File: config.mk
export PLATFORM = sky130hd
export DESIGN_NAME = vstore_op_sender
export DESIGN_NICKNAME = d
export VERILOG_FILES = /design/src/rtl/vstore_op_sender.sv
export SDC_FILE = /design/constraint.sdc
export NUM_CORES = 1
export LEC_CHECK = 0
export CAP_MARGIN = 20
export CORE_ASPECT_RATIO = 1.5
export CORE_MARGIN = 2
export CORE_UTILIZATION = 46
export CTS_CLUSTER_DIAMETER = 150
export DETAILED_ROUTE_END_ITERATION = 6
export GPL_ROUTABILITY_DRIVEN = 0
export GPL_TIMING_DRIVEN = 0
export PLACE_DENSITY = 0.78
export SLEW_MARGIN = 0
export SYNTH_ARGS = -nofsm -noshare
export SYNTH_HDL_FRONTEND = slang
export SYNTH_SLANG_ARGS = --single-unit
File: constraint.sdc
create_clock -name clk_i -period 7.7 [get_ports clk_i]
set_clock_uncertainty 0.1 [all_clocks]
set_input_delay 1.54 -clock clk_i [delete_from_list [all_inputs] [get_ports clk_i]]
set_output_delay 1.54 -clock clk_i [all_outputs]
set_load 0.05 [all_outputs]
File: src/rtl/vstore_op_sender.sv
// Store-operand sender: accepts one vector-store instruction at a time, buffers
// its VRF beats in a small FIFO and streams them to the LSU, then pulses done_o.
module vstore_op_sender #(
  parameter int unsigned DataWidth = 64,
  parameter int unsigned IdWidth   = 3,
  parameter int unsigned Depth     = 4,
  parameter int unsigned MaxBeats  = 8,
  parameter int unsigned CntWidth  = $clog2(MaxBeats + 1)
) (
  input  logic                 clk_i,
  input  logic                 rst_ni,
  input  logic                 flush_i,
  input  logic                 insn_valid_i,
  output logic                 insn_ready_o,
  input  logic [IdWidth-1:0]   insn_id_i,
  input  logic [CntWidth-1:0]  beat_cnt_i,
  input  logic                 op_valid_i,
  output logic                 op_ready_o,
  input  logic [DataWidth-1:0] op_data_i,
  output logic                 store_op_valid_o,
  output logic [DataWidth-1:0] store_op_o,
  input  logic                 store_op_gnt_i,
  output logic                 done_o,
  output logic [IdWidth-1:0]   done_insn_id_o
);

  localparam int unsigned PtrWidth = $clog2(Depth);

  typedef enum logic [1:0] {IDLE, ACTIVE, DONE} state_e;

  state_e                state_q, state_d;
  logic [DataWidth-1:0]  mem_q [Depth];
  logic [DataWidth-1:0]  mem_d [Depth];
  logic [PtrWidth-1:0]   wptr_q, wptr_d, rptr_q, rptr_d;
  logic [PtrWidth:0]     count_q, count_d;
  logic [CntWidth-1:0]   in_rem_q, in_rem_d, out_rem_q, out_rem_d;
  logic [IdWidth-1:0]    id_q, id_d;
  logic                  fifo_empty, fifo_full, push, pop;

  assign fifo_empty = (count_q == '0);
  assign fifo_full  = (count_q == (PtrWidth + 1)'(Depth));

  // Full blocks acceptance outright, even when the head is popped this cycle.
  assign insn_ready_o     = (state_q == IDLE) && !flush_i;
  assign op_ready_o       = (state_q == ACTIVE) && (in_rem_q != '0) && !fifo_full && !flush_i;
  assign store_op_valid_o = !fifo_empty;
  assign store_op_o       = fifo_empty ? '0 : mem_q[rptr_q];
  assign done_o           = (state_q == DONE);
  assign done_insn_id_o   = done_o ? id_q : '0;

  assign push = op_valid_i && op_ready_o;
  assign pop  = store_op_valid_o && store_op_gnt_i;

  always_comb begin
    state_d   = state_q;
    mem_d     = mem_q;
    wptr_d    = wptr_q;
    rptr_d    = rptr_q;
    count_d   = count_q;
    in_rem_d  = in_rem_q;
    out_rem_d = out_rem_q;
    id_d      = id_q;

    if (push) begin
      mem_d[wptr_q] = op_data_i;
      wptr_d        = wptr_q + PtrWidth'(1);
      in_rem_d      = in_rem_q - CntWidth'(1);
    end
    if (pop) begin
      rptr_d = rptr_q + PtrWidth'(1);
      if (out_rem_q != '0) out_rem_d = out_rem_q - CntWidth'(1);
    end
    case ({push, pop})
      2'b10:   count_d = count_q + (PtrWidth + 1)'(1);
      2'b01:   count_d = count_q - (PtrWidth + 1)'(1);
      default: count_d = count_q;
    endcase

    case (state_q)
      IDLE: begin
        if (insn_valid_i && insn_ready_o) begin
          id_d = insn_id_i;
          if (beat_cnt_i != '0) begin
            in_rem_d  = beat_cnt_i;
            out_rem_d = beat_cnt_i;
            state_d   = ACTIVE;
          end else begin
            state_d = DONE;
          end
        end
      end
      ACTIVE:  if (pop && (out_rem_q == CntWidth'(1))) state_d = DONE;
      DONE:    state_d = IDLE;
      default: state_d = IDLE;
    endcase

    if (flush_i) begin
      state_d   = IDLE;
      wptr_d    = '0;
      rptr_d    = '0;
      count_d   = '0;
      in_rem_d  = '0;
      out_rem_d = '0;
    end
  end

  always_ff @(posedge clk_i or negedge rst_ni) begin
    if (!rst_ni) begin
      state_q   <= IDLE;
      wptr_q    <= '0;
      rptr_q    <= '0;
      count_q   <= '0;
      in_rem_q  <= '0;
      out_rem_q <= '0;
      id_q      <= '0;
      for (int unsigned i = 0; i < Depth; i++) mem_q[i] <= '0;
    end else begin
      state_q   <= state_d;
      wptr_q    <= wptr_d;
      rptr_q    <= rptr_d;
      count_q   <= count_d;
      in_rem_q  <= in_rem_d;
      out_rem_q <= out_rem_d;
      id_q      <= id_d;
      mem_q     <= mem_d;
    end
  end

endmodule

After elaboration in Yosys (flattened, before gate mapping). Cells that the tools add are included.

$add $sub $neg: 6. $lt $le $gt $ge: 3. Equality and inequality tests: 8. Muxes and demuxes: 30. Bitwise logic cells: 2. Reduce and logical (&&, ||, !) cells: 22.

Operators with widths (count): $bwmux 256 (1); $mux 64 (4); $bmux 64 s2 (1); $demux 64 s2 (1); $mux 4 (11); $mux 2 (8); $reduce_bool 4->1 (3); $logic_and 1x1->1 (9); $sub 4x1->4 const B (2); $ge 3x3->1 const B (2); $mux 3 (2); $ne 3x2->1 const B (2); $not 2->3 (2); $pmux 3 s2 (1); $add 2x1->2 const B (2); $eq 2x1->1 const B (2); $eq 2x2->1 const B (2); $eq 4x1->1 const B (1); $pmux 2 s2 (1); $reduce_and 2->1 (2); $reduce_bool 2->1 (2); $add 3x1->3 const B (1); $eq 3x3->1 const B (1); $logic_not 1->1 (3); 5 further kinds (5).

Register bits after elaboration: 276. Output and inout bits: 71. Logic and storage cells: 82.

Logic depth before layout (Yosys ltp).
Word-level depth: 10. Mapped depth: 11.

Least setup slack after synthesis. No wires, ideal clock.

Kind: input to output. Start: in flush_i. End: out op_ready_o. Arrival: 3181 ps. Setup slack: 2879 ps. Stages: 3. Buffers on the path: 1. Path through: buf_6 > or3b_4 > nor3b_1.

Longest elaborated chain between the ends: 2.

Ends and longest elaborated chain: from (decl) (RTL line 12) `input logic flush_i,`; $logic_not 1->1 (RTL line 45) `assign op_ready_o = (state_q == ACTIVE) && (in_rem_q != '0) && !fifo_full && !flush_i;`; $logic_and 1x1->1 (RTL line 45); to (decl) (RTL line 18) `output logic op_ready_o,`.

Every way passes these cells.

Worst setup path in the final report.
Start: reg rptr_q[1]. End: out store_op_o[53].

Longest elaborated chain between the ends: 5.

Ends and longest elaborated chain: from (decl) (RTL line 34) `logic [PtrWidth-1:0] wptr_q, wptr_d, rptr_q, rptr_d;`; from (signal assigned) (RTL line 120) `rptr_q <= rptr_d;`; $not 2->3 (not written as such) (RTL line 47) `assign store_op_o = fifo_empty ? '0 : mem_q[rptr_q];`; $bmux 64 s2 (RTL line 47); $mux 64 (not written as such) (2 in a row) (RTL line 47); $mux 64 (RTL line 47); to (decl) (RTL line 21) `output logic [DataWidth-1:0] store_op_o,`.

Every way passes these cells. The select of a mux whose other input is x is not followed.

==> qor_table.md <==
| Item | This run | Unit |
|---|---|---|
| Postcts setup bufs | 0 | - |
| Initial antenna violation count | 1 | - |
| Async S/R FF share, synth | 100 | % |
| Worst VDD drop | 0.166 | mV |
| Area fraction in and, or, nand and nor cells after synthesis | 5.35 | % |
| Post-route ant nets | 0 | - |
| Max_cap viols | 0 | - |
| Clock sink count | 276 | - |
| WP data arrival | 3440 | ps |
| Switching share of power | 32.8 | % |
| Bufs on Longest Clock Path | 3 | - |
| Total iterations of the first detailed-routing run | 4 | - |
| Min cycle time layout | 5080 | ps |
| Crit. End Element | primary output | - |
| Number of DRC violations after detailed routing | 0 | - |
| Vertical die dimension | 217 | µm |
| CTS HTree Levels | 1 | - |
| Post-synth design cell area | 0.0139 | mm² |
| Number of max-slew violations in the final report | 0 | - |
| Area after DPL | 0.0159 | mm² |
| Total nets after synthesis | 892 | - |
| Tightest slew margin relative to the limit | 40.5 | % |
| Crit path largest cell delay | 710 | ps |
| Final #Nets | 1,070 | - |
| Power density over the cells | 289 | mW/mm² |
| Post-Layout Inst Area | 0.0168 | mm² |
| Synth warnings | 0 | - |
| Category of the critical setup timing path | flop to primary output | - |
| Root buffer cell | clkbuf_16 | - |
| RSZ-0062 raised after global routing | no | - |
| Wire length of the first global-routing pass | 47,300 | µm |
| Gate count of the mapped netlist | 807 | - |
| Post-route setup slack | 2620 | ps |
| Core box area | 0.0300 | mm² |
| CP required | 6060 | ps |
| Area of the die | 0.0317 | mm² |
| All-layer global routing usage | 18.8 | % |
| Post-synthesis sequential element count | 276 | - |
| Overall overflow remaining after global route | 0 | - |
| Outcome | complete, no violations | - |
| Crit path max-delay cell type | clkdlybuf4s50_1 | - |
| Post-placement worst setup slack | 3000 | ps |
| Fraction of power consumed by combinational cells | 35.2 | % |
| Count of hold-fix buffers inserted at cts | 0 | - |
| Number of global-route vias before repair | 8,332 | - |
| Synth-to-Final Area Change | 21.2 | % |
| Proportion of synthesized area in mux cells | 38.4 | % |
| Routed WL | 29,100 | µm |
| Cell repeated most along the worst path | clkbuf_1 | - |
| Maximum number of pins on one net before global-route repair | 122 | - |
| Final sum of negative setup slack | 0 | ps |
| P_leak | 8.24 | nW |
| Final hold violation count | 0 | - |
| Cts repair resizes | 0 | - |
| Kind of cell adding the most delay to the critical path | buffers and inverters | - |
| Wirelength per Cell | 20.7 | µm |
| Clock buffer count from CTS | 28 | - |
| Initial Util | 46.4 | % |
| Source-to-sink clock delay at the later pin of the worst-skew pair | 550 | ps |
| Part of the power in the clock network | 28.1 | % |
| Critical Path Source Type | flop | - |
| Power spent charging and discharging nets | 1.60 | mW |
| Port Buffers | 146 | - |
| Total chip power | 4.88 | mW |
| Antenna diode count | 0 | - |
| Most common library cell in the layout ignoring fill and taps | dfrtp_1 | - |
| Number of enable flip-flop cells after synthesis | 0 | - |
| Number of distinct library cells after synthesis | 44 | - |
| Most used cells in the layout excluding fill and tap cells | 276 x dfrtp_1, 240 x mux2_4, 145 x clkdlybuf4s50_1 | - |
| Buffering stage count on the worst path with inverters included | 3 | - |
| Adder-cell share of the synthesized area | 0.774 | % |
| Share of the synthesized netlist area taken by xor and xnor gates | 0.378 | % |
| Width of the chip | 146 | µm |
| Flip-flop cell with the highest count after synthesis | dfrtp_1 | - |
| Crit path max fanout | 10 | - |
| Synth Area per Inst | 17.2 | µm² |
| Crit path cell chain | clkbuf_1 -> clkbuf_1 -> mux4_2 -> and2_1 -> clkdlybuf4s50_1 | - |
| Sequential fraction of design power | 36.7 | % |
| Fraction of final layout cells with drive strength greater than 1 | 41.2 | % |
| Total of endpoints with negative setup slack in the final report | 0 | - |
| Post-detailed-placement half-perimeter wirelength | 18,900 | µm |
| CTS tree | built | - |
| Achievable Freq | 0.197 | GHz |
| Initial DRC count | 292 | - |
| Internal power | 3.28 | mW |
| Area fraction in compound gates after synthesis | 0.846 | % |
| Post-synthesis sequential area ratio | 49.7 | % |
| Final period util | 66.0 | % |
| Combinational family with the most area after synthesis | multiplexers | - |
| Via count | 7,319 | - |
| Worst min path class | flop to flop | - |
| Top-Level Pins | 148 | - |
| Slew of the pin with the lowest slew margin | 892 | ps |
| Via density per instance | 5.21 | - |
| Clock-pin slew on the worst setup and hold paths | 60 | ps |
| Row Count | 78 | - |
-- area by class of cell --
cell class	instances	area, µm²
Tap cell	400	500
Clock buffer	37	796
Buffer	51	619
Multi-Input combinational cell	474	6350
Sequential cell	276	6910
Fill cell	2377	13100
Inverter	6	22.5
Timing Repair Buffer	148	1520
Clock inverter	14	128
-- synth_stat cells (3+ instances only) --
library cell / instances / share of area (%)
o21bai_1: 3 / 0.16
mux2_2: 22 / 1.8
ha_1: 7 / 0.63
nor3_1: 4 / 0.14
mux2_4: 240 / 26
clkbuf_1: 15 / 0.40
nor2_1: 13 / 0.35
nand2_1: 4 / 0.11
dfrtp_1: 276 / 50
mux2i_1: 4 / 0.29
inv_1: 6 / 0.16
nand2_8: 4 / 0.58
xnor2_1: 5 / 0.31
a21oi_1: 4 / 0.14
and2b_1: 3 / 0.16
buf_12: 25 / 3.6
buf_2: 5 / 0.18
and2_1: 69 / 3.1
a211oi_1: 3 / 0.16
buf_1: 4 / 0.11
mux4_2: 64 / 10
-- stage by stage --
step	hold slack, ps	utilization (%)	cells
CTS	404	56.2	1406
global route	414	56.2	1406
finish	399	56.2	1406
floorplan	369	-	807
detailed placement	388	53.1	1355
global placement	382	52.9	1353
-- state kept, by name, indices dropped and copies added (netlist names) --
signal / count
count_q: 3
id_q: 3
in_rem_q: 4
mem_q: 256
out_rem_q: 4
rptr_q: 2
state_q: 2
wptr_q: 2
-- power by group through the flow --
stage / clock network [mW] / logic, mW / registers [mW]
2_1_floorplan: 0 / 1.23 / 1.76
6_report: 1.37 / 1.72 / 1.79
3_5_place_dp: 0 / 1.74 / 1.80
5_1_grt: 1.47 / 1.82 / 1.81
4_1_cts: 1.40 / 1.74 / 1.79
3_3_place_gp: 0 / 1.71 / 1.80
-- routing by layer --
layer | GRT usage [%] | vias to the layer above | routed length (µm)
li1 | - | 3282 | -
met1 | 24.3 | 3869 | 12300
met2 | 32.8 | 129 | 15100
met3 | 3.06 | 37 | 1120
met4 | 5.16 | 2 | 550
met5 | 0 | - | 13
-- cells by family (layout without fill, tap and decap cells) --
family / count (synthesis) / in the layout
multiplexers: 330 / 330
flip-flops: 276 / 276
AND/OR/NAND/NOR: 113 / 113
buffers and inverters: 57 / 256
AO/OA/AOI/OAI: 17 / 17
adder cells (fa/ha/maj): 8 / 8
XOR/XNOR: 6 / 6
-- path summary, 6_finish.rpt --
check | slack, ps | startpoint | endpoint | cells after the start
worst max-delay path | 2620 | rptr_q[1] | store_op_o[53] | 5
worst min-delay path | 400 | mem_q[63] | mem_q[63] | 1
worst max register to register | 4890 | state_q[0] | count_q[2] | 9
worst min register to register | 400 | mem_q[63] | mem_q[63] | 1
max in group asynchronous | 5200 | rst_ni | mem_q[25] | 3
min in group asynchronous | 830 | rst_ni | mem_q[124] | 1
Power figures use the tool's default switching activity.
